===== src/rtl/bcd_display_driver.sv =====
// bcd_display_driver: Avalon-MM slave that converts a 16-bit binary VALUE to
// packed BCD with a sequential double-dabble engine and drives a 4-digit
// multiplexed, active-low 7-segment display.
// Optional build macro: BCD_DISPLAY_BLANK_EN blanks leading zero digits
// (digit 0 always shows); left undefined, all four digits always show.
module bcd_display_driver #(
   parameter int unsigned SCAN_DIV = 50000,
   parameter int unsigned DIGITS   = 4
) (
   input  logic              clk,
   input  logic              reset_n,
   input  logic [1:0]        address,
   input  logic              chipselect,
   input  logic              write_n,
   input  logic [31:0]       writedata,
   output logic [31:0]       readdata,
   output logic [6:0]        seg_n,
   output logic [DIGITS-1:0] dig_n,
   output logic [1:0]        status
);

   localparam int unsigned CNT_W     = $clog2(SCAN_DIV);
   localparam int unsigned DIG_IDX_W = $clog2(DIGITS);
   localparam int unsigned ACC_W     = 20;
   localparam int unsigned BIN_W     = 16;

   localparam logic [1:0] ST_IDLE  = 2'd0;
   localparam logic [1:0] ST_SHIFT = 2'd1;
   localparam logic [1:0] ST_DONE  = 2'd2;

   logic [1:0]           state_q;
   logic [1:0]           state_next;
   logic [BIN_W-1:0]     value_q;
   logic                 ctrl_q;
   logic [BIN_W-1:0]     bin_q;
   logic [ACC_W-1:0]     acc_q;
   logic [3:0]           iter_q;
   logic [15:0]          bcd_q;
   logic [15:0]          disp_q;
   logic                 busy_q;
   logic                 ovf_q;
   logic [CNT_W-1:0]     scan_cnt_q;
   logic [DIG_IDX_W-1:0] digit_q;

   logic                 wr_value_c;
   logic                 wr_ctrl_c;
   logic [ACC_W-1:0]     acc_adj_c;
   logic [ACC_W-1:0]     acc_shift_c;
   logic [BIN_W-1:0]     bin_shift_c;
   logic [3:0]           nibble_c;
   logic                 blank_c;
   logic [6:0]           seg_next_c;
   logic [DIGITS-1:0]    dig_next_c;
   logic                 unused_wdata;

   assign wr_value_c   = chipselect & ~write_n & (address == 2'd0);
   assign wr_ctrl_c    = chipselect & ~write_n & (address == 2'd1);
   assign unused_wdata = ^writedata[31:16];
   assign status       = {ovf_q, busy_q};

   // Active-low 7-segment pattern for one BCD digit, bit 0 = segment a
   function automatic logic [6:0] seg_decode(input logic [3:0] n);
      logic [6:0] s;
      case (n)
         4'd0:    s = 7'h40;
         4'd1:    s = 7'h79;
         4'd2:    s = 7'h24;
         4'd3:    s = 7'h30;
         4'd4:    s = 7'h19;
         4'd5:    s = 7'h12;
         4'd6:    s = 7'h02;
         4'd7:    s = 7'h78;
         4'd8:    s = 7'h00;
         4'd9:    s = 7'h10;
         default: s = 7'h7F;
      endcase
      return s;
   endfunction

   // One double-dabble iteration: add 3 to nibbles >= 5, then shift {acc, bin}
   always_comb begin
      acc_adj_c = acc_q;
      for (int i = 0; i < 5; i++) begin
         if (acc_q[4*i +: 4] >= 4'd5) begin
            acc_adj_c[4*i +: 4] = acc_q[4*i +: 4] + 4'd3;
         end
      end
      {acc_shift_c, bin_shift_c} = {acc_adj_c, bin_q} << 1;
   end

   // FSM state register
   always_ff @(posedge clk or negedge reset_n) begin
      if (!reset_n) state_q <= ST_IDLE;
      else          state_q <= state_next;
   end

   // FSM next state; a VALUE write restarts the conversion from any state
   always_comb begin
      state_next = state_q;
      case (state_q)
         ST_IDLE:  state_next = ST_IDLE;
         ST_SHIFT: if (iter_q == 4'd15) state_next = ST_DONE;
         ST_DONE:  state_next = ST_IDLE;
         default:  state_next = ST_IDLE;
      endcase
      if (wr_value_c) state_next = ST_SHIFT;
   end

   // Conversion datapath, result capture and status flags
   always_ff @(posedge clk or negedge reset_n) begin
      if (!reset_n) begin
         value_q <= '0;
         bin_q   <= '0;
         acc_q   <= '0;
         iter_q  <= '0;
         bcd_q   <= '0;
         disp_q  <= '0;
         ovf_q   <= 1'b0;
         busy_q  <= 1'b0;
      end else begin
         busy_q <= (state_next != ST_IDLE);
         if (wr_value_c) begin
            value_q <= writedata[15:0];
            bin_q   <= writedata[15:0];
            acc_q   <= '0;
            iter_q  <= '0;
         end else if (state_q == ST_SHIFT) begin
            acc_q  <= acc_shift_c;
            bin_q  <= bin_shift_c;
            iter_q <= iter_q + 4'd1;
         end else if (state_q == ST_DONE) begin
            bcd_q  <= acc_q[15:0];
            disp_q <= acc_q[15:0];
            ovf_q  <= |acc_q[19:16];
         end
      end
   end

   // CTRL register
   always_ff @(posedge clk or negedge reset_n) begin
      if (!reset_n)       ctrl_q <= 1'b0;
      else if (wr_ctrl_c) ctrl_q <= writedata[0];
   end

   // Registered read mux, sampled every cycle regardless of chipselect
   always_ff @(posedge clk or negedge reset_n) begin
      if (!reset_n) begin
         readdata <= '0;
      end else begin
         case (address)
            2'd0:    readdata <= {16'd0, value_q};
            2'd1:    readdata <= {31'd0, ctrl_q};
            2'd2:    readdata <= {16'd0, bcd_q};
            default: readdata <= '0;
         endcase
      end
   end

   // Scan divider and active digit; keeps running while the display is off
   always_ff @(posedge clk or negedge reset_n) begin
      if (!reset_n) begin
         scan_cnt_q <= '0;
         digit_q    <= '0;
      end else if (scan_cnt_q == CNT_W'(SCAN_DIV - 1)) begin
         scan_cnt_q <= '0;
         digit_q    <= digit_q + DIG_IDX_W'(1);
      end else begin
         scan_cnt_q <= scan_cnt_q + CNT_W'(1);
      end
   end

   // Segment/digit selection for the active digit
   always_comb begin
      case (digit_q)
         2'd0:    nibble_c = disp_q[3:0];
         2'd1:    nibble_c = disp_q[7:4];
         2'd2:    nibble_c = disp_q[11:8];
         default: nibble_c = disp_q[15:12];
      endcase
`ifdef BCD_DISPLAY_BLANK_EN
      case (digit_q)
         2'd1:    blank_c = (disp_q[15:4] == 12'd0);
         2'd2:    blank_c = (disp_q[15:8] == 8'd0);
         2'd3:    blank_c = (disp_q[15:12] == 4'd0);
         default: blank_c = 1'b0;
      endcase
`else
      blank_c = 1'b0;
`endif
      if (!ctrl_q)      seg_next_c = 7'h7F;
      else if (ovf_q)   seg_next_c = 7'h3F;
      else if (blank_c) seg_next_c = 7'h7F;
      else              seg_next_c = seg_decode(nibble_c);
      if (ctrl_q) dig_next_c = ~(DIGITS'(1) << digit_q);
      else        dig_next_c = '1;
   end

   // Display outputs registered together so digit and pattern switch in step
   always_ff @(posedge clk or negedge reset_n) begin
      if (!reset_n) begin
         seg_n <= 7'h7F;
         dig_n <= '1;
      end else begin
         seg_n <= seg_next_c;
         dig_n <= dig_next_c;
      end
   end

endmodule


===== config.mk =====
export PLATFORM = sky130hd
export DESIGN_NAME = bcd_display_driver
export DESIGN_NICKNAME = d
export VERILOG_FILES = /design/src/rtl/bcd_display_driver.sv
export SDC_FILE = /design/constraint.sdc
export NUM_CORES = 1
export LEC_CHECK = 0
export ABC_AREA = 1
export CAP_MARGIN = 0
export CORE_MARGIN = 4
export CORE_UTILIZATION = 30
export DETAILED_ROUTE_END_ITERATION = 8
export PLACE_DENSITY = 0.46
export RECOVER_POWER = 50
export SYNTH_ARGS = -nofsm -noshare
export SYNTH_HDL_FRONTEND = slang
export SYNTH_SLANG_ARGS = --single-unit

===== constraint.sdc =====
create_clock -name clk -period 2.3 [get_ports clk]
set_input_delay 0.23 -clock clk [delete_from_list [all_inputs] [get_ports clk]]
set_output_delay 0.23 -clock clk [all_outputs]
set_load 0.05 [all_outputs]

---- After elaboration in Yosys (flattened, before gate mapping) ----
Memories as Yosys holds them, arrays and structs flattened.
Cells that the tools add are included.
cells by class
  $add $sub $neg .......................... 8
  $lt $le $gt $ge ......................... 5
  eq/ne operators ......................... 8
  shift-type cells ........................ 1
  muxes and demuxes ....................... 20
  bitwise gates (word level) .............. 7
  reduce and logical (&&, ||, !) cells .... 6
operators with widths
  operator                                                                             number
  16-bit two-way mux                                                                   3
  16-bit one-hot mux with 3 select lines                                               1
  20-bit two-way mux                                                                   2
  4-bit two-way mux                                                                    7
  4-bit by 3-bit greater-or-equal comparator with 1-bit output, second input constant  5
  16-bit by 1-bit adder with 16-bit output, second input constant                      1
  4-bit by 2-bit adder with 4-bit output, second input constant                        4
  16-bit == test, second input constant                                                1
  7-bit two-way mux                                                                    2
  4-bit one-hot mux with 3 select lines                                                1
  2-bit by 1-bit == test with 1-bit output, second input constant                      3
  2-bit == test, second input constant                                                 3
  2-bit two-way mux                                                                    3
  4-bit by 1-bit adder with 4-bit output, second input constant                        1
  4-bit == test, second input constant                                                 1
  2-bit logical NOT                                                                    2
  4-bit NOT                                                                            1
  2-bit nonzero test                                                                   2
  4-bit OR reduction                                                                   1
  1-bit by 2-bit left shift with 4-bit output, first input constant                    1
  3-bit by 2-bit adder with 3-bit output, second input constant                        1
  1-bit AND                                                                            3
  3-bit two-way mux                                                                    1
  1-bit NOT                                                                            3
  other kinds (2)                                                                      2
storage, ports and cells
  flip-flop bits (word level) ............. 138
  bits in read-only memories .............. 112
  word-level logic and storage cells ...... 70
  memories ................................ 1
memory list
  memory            words  bits a word  read ports  clocked after memory_dff  write ports  line  text
  (name not given)  16     7            1           0                         0            64    case (n)

---- Longest topological paths before layout ----
  depth after elaboration ................. 5
  mapped depth ............................ 13
  mapped depth without buffers ............ 13

---- Worst setup path after synthesis ----
Ideal clock, no wire load.
  path type ............................... register to register
  from .................................... register digit_q[0]
  to ...................................... register seg_n[3]
  setup time .............................. 81 ps
  arrival ................................. 1604 ps
  required time ........................... 2219 ps
  slack ................................... 615 ps
  stages on the path, launching flop included .. 10
  clock period less this slack ............ 1685 ps
  cell sequence ........................... dfrtp_1 > ha_1 > inv_2 > nand2_1 > o21bai_4 > inv_1 > ha_1 > nor2_1 > o21ai_0 > nand2_1
between the ends
  cells in the longest elaborated chain, start to end .. 5
  elaborated cells between the ends (all ways) .. 7
RTL lines
  item                                     line  text
  from (decl)                              43    logic [DIG_IDX_W-1:0] digit_q;
  from (signal assigned)                   166   digit_q <= digit_q + DIG_IDX_W'(1);
  2-bit == test (tied with other cells)    174   case (digit_q)
  4-bit one-hot mux with 3 select lines *  174
  memory read 16 x 7 bit *                 -
  7-bit two-way mux *                      191   else if (ovf_q) seg_next_c = 7'h3F;
  7-bit two-way mux *                      190   if (!ctrl_q) seg_next_c = 7'h7F;
  net seg_next_c[3]                        52    logic [6:0] seg_next_c;
  to (signal assigned)                     204   seg_n <= seg_next_c;
  to (decl)                                17    output logic [6:0] seg_n,
The timed path passes the listed nets; every way through them passes the cells marked *.
A chain may end at the register's enable or synchronous reset.

---- Final worst setup path ----
  from .................................... register dig_n[2]
  to ...................................... output dig_n[2]
RTL lines
  item                    line  text
  from (decl)             18    output logic [DIGITS-1:0] dig_n,
  from (signal assigned)  205   dig_n <= dig_next_c;
No word-level cell between the ends.

==> impl_metrics.csv <==
group,metric,value,unit
run,cap_violations,0,
timing,post-route-period-util,84.61,%
pwr,vdd_ir_drop_max,548.0,uV
synthesis,syn_area,5754,um^2
place,gp_congestion,0.8323,
clock_network,cts_tree,"yes",
worst_setup_path,critPathMaxStageDelay,790,ps
worst_setup_path,ff2ff_path_depth,10,
timing,fin_crit,1946,ps
run_status,status,"completed",
timing,finalSetupTns,0,ps
timing,drv_slew,0,
route,drt_iter0_markers,213,
route,finalWirelength,13010,um
worst_setup_path,crit_cells,1,
clock_network,cts_setup_buffers,0,
synthesis,ys_ff_latch,122,
timing,rsz0062_at_grt,"false",
timing,worstMarginPinSlew,1314,ps
route,antenna_left,0,
route,wl_per_cell,13.82,um
global_route,overflow,0,
worst_setup_path,path_max_fanout,1,
die,initial_core_util,30.66,%
worst_setup_path,critPathTopFamily,"buffers and inverters",
global_route,grt_max_degree,59,
die,io_pins,83,
route,vias_per_cell,4.556,
timing,clock-skew-final,7.728,ps
die,die_area,21460,um^2
synthesis,ys_seq_area_share,53.29,%
worst_setup_path,worst_ep_required_time,2070,ps
worst_setup_path,reg2reg_from,"digit_q[0]",
pwr,power,8.558,mW
place,dp_slack,364.4,ps
timing,setup_viol,0,
worst_setup_path,r2r_end,"seg_n[3]",
worst_setup_path,slowest_stage,"clkdlybuf4s50_1",
cells_and_area,final_common_cell,"nand2_1",
min_path,hold_depth,3,
clock_network,clk_path_buf_depth,2,
worst_setup_path,regToRegSetupSlack,390,ps
place,dp_hpwl,9618,um
pwr,power_density,1206,nW/um^2
min_path,hold_path.class,"primary input to register",
cells_and_area,nNetsFinal,751,
synthesis,ys.flop_type,"dfrtp_1",
clock_network,clkTransAtPathRegs,60,ps
worst_setup_path,crit_path_cell_trace,"clkdlybuf4s50_1",
synthesis,ys_async_sr_fraction,100.0,%
synthesis,ys_warn_count,0,
clock_network,cts_buffers,17,
route,via_count,4287,
clock_network,clockRootBuffer,"clkbuf_16",
worst_setup_path,cp.buffers_inverters,1,
synthesis,netlist_instances,633,
die,die_w,146.5,um
worst_setup_path,crit_type,"register to output pin",
worst_setup_path,end_kind,"output pin",
cells_and_area,n_fill_cell,1876,
die,row_count,50,
place,port_buffers,50,
cells_and_area,drive_gt1_share,10.61,%
die,coreArea,18770,um^2
timing,hold_viol,0,
global_route,grt_antenna_before_repair,0,
die,fp.dieH,146.5,um
pwr,p_leak,3.373,nW
global_route,grt_pass1_vias,4294,
worst_setup_path,crit_end,"dig_n[2]",
timing,slew_headroom,12.37,%
timing,max_freq,513.8,MHz
clock_network,insertion_delay,410,ps
synthesis,synth-edff-count,0,
clock_network,cts_htree_levels,4,
worst_setup_path,start_kind,"register",
cells_and_area,insertedDiodeCount,0,
synthesis,synth_area_per_cell,9.090,um^2
route,drt_pass1_iterations,4,
cells_and_area,final_cell_mix,"nand2_1 (121), dfrtp_1 (111), inv_1 (97)",
synthesis,synth.distinct_cells,39,
worst_setup_path,crit_path_start,"dig_n[2]",
clock_network,clock_sinks,122,
worst_setup_path,arrival,1720,ps
timing,fin_ws,353.9,ps
global_route,grt_pass1_wl,21800,um
route,remaining_drc_errors,0,
cells_and_area,area_delta_synth_final,23.29,%
global_route,grtUsageTotal,12.70,%
how the worst min path moves through the flow:
| stage | startpoint | to |
|---|---|---|
| after floorplan | reset_n | acc_q[0] |
| after global placement | reset_n | value_q[12] |
| after detailed placement | reset_n | value_q[13] |
| after CTS | reset_n | value_q[13] |
| after global routing | writedata[6] | value_q[6] |
| final | writedata[6] | value_q[6] |
area by class of cell:
type | instances | area (um^2) | share of cell area [%]
multi-input cells | 390 | 2117 | 29.84
well taps | 234 | 292.8 | 4.127
inverters | 102 | 382.9 | 5.397
clock inverters | 11 | 168.9 | 2.381
clock buffers | 21 | 460.4 | 6.490
flip-flops and latches | 122 | 3067 | 43.23
repair buffers | 61 | 605.6 | 8.536
flip-flops by register name (all words and copies together) (netlist names), 7 cells and up:
| register | count |
|---|---|
| bin_q | 16 |
| scan_cnt_q | 16 |
| seg_n | 7 |
| value_q | 16 |
| acc_q | 20 |
| readdata | 16 |
| disp_q | 16 |
what timing repair did:
| item | in CTS | in global routing |
|---|---|---|
| hold endpoints to repair | 20 | 0 |
| setup endpoints to repair | 0 | 0 |
| resized for setup | 0 | 0 |
| hold buffers | 1 | 0 |
stage by stage:
stage / instances / hold slack, ps / utilization [%] / instance area [um^2]
floorplan: 648 / -65.59 / - / 5811
global placement: 908 / 155.5 / 34.54 / 6482
detailed placement: 908 / 154.9 / 34.54 / 6482
CTS: 941 / 255.3 / 37.95 / 7122
global route: 941 / 416.3 / 37.80 / 7094
finish: 941 / 416.7 / 37.80 / 7094
kinds of logic after synthesis:
logic type | share of synthesized area [%]
other | 0.06517
xor gates and xnor gates | 2.131
and+or+nand+nor | 15.46
DFF | 53.29
AOI/OAI and AO/OA | 14.24
adders and majority gates | 4.131
buffers and inverters | 10.68
Yosys cell counts (2+ instances only):
cell      count  area (um^2)
a21oi_1      16        80.08
a31oi_1       3        18.77
buf_2        11        55.05
buf_4        18        135.1
buf_6         3        33.78
clkbuf_1      2        7.510
dfrtp_1     111         2778
dfstp_2      11        289.0
ha_1         19        237.7
inv_1        96        360.4
inv_2         6        22.52
nand2_1     120        450.4
nand2_2       4        25.02
nand2_4       2        22.52
nand3_1      18        90.09
nand4_1       2        12.51
nor2_1       31        116.4
nor2_2        4        25.02
nor3_1       11        55.05
nor4_1        2        12.51
o211ai_1      2        15.01
o21ai_0      75        375.4
o21ai_1       6        30.03
o21ai_2       2        17.52
o21bai_1      2        15.01
o221ai_1     14        122.6
o22ai_1      15        93.84
or2_2         3        18.77
xor2_1       14        122.6
worst register-to-register path: stages, from the launching register on:
cell and delay [ps]:
dfrtp_1 390, inv_1 100, ha_1 290, nand2_1 90
nand2_1 80, o21bai_4 180, inv_1 90, ha_1 310
nor2_1 50, o21ai_0 170, nand2_1 80
metal layers:
metal / global-route usage (%) / up-vias / part of all wire (%)
met5: 0 / - / 0
met1: 17.16 / 2036 / 47
met4: 5.456 / 0 / 1.7
met2: 19.68 / 103 / 46
met3: 2.824 / 17 / 4.3
li1: - / 2131 / -
power breakdown:
part	internal, mW	switching, mW	leakage [nW]
Combinational	0.919	1.81	1.52
Clock	1.87	0.951	0.295
Sequential	2.73	0.285	1.55
Total	5.51	3.05	3.37
(Power assumes the default switching activity.)
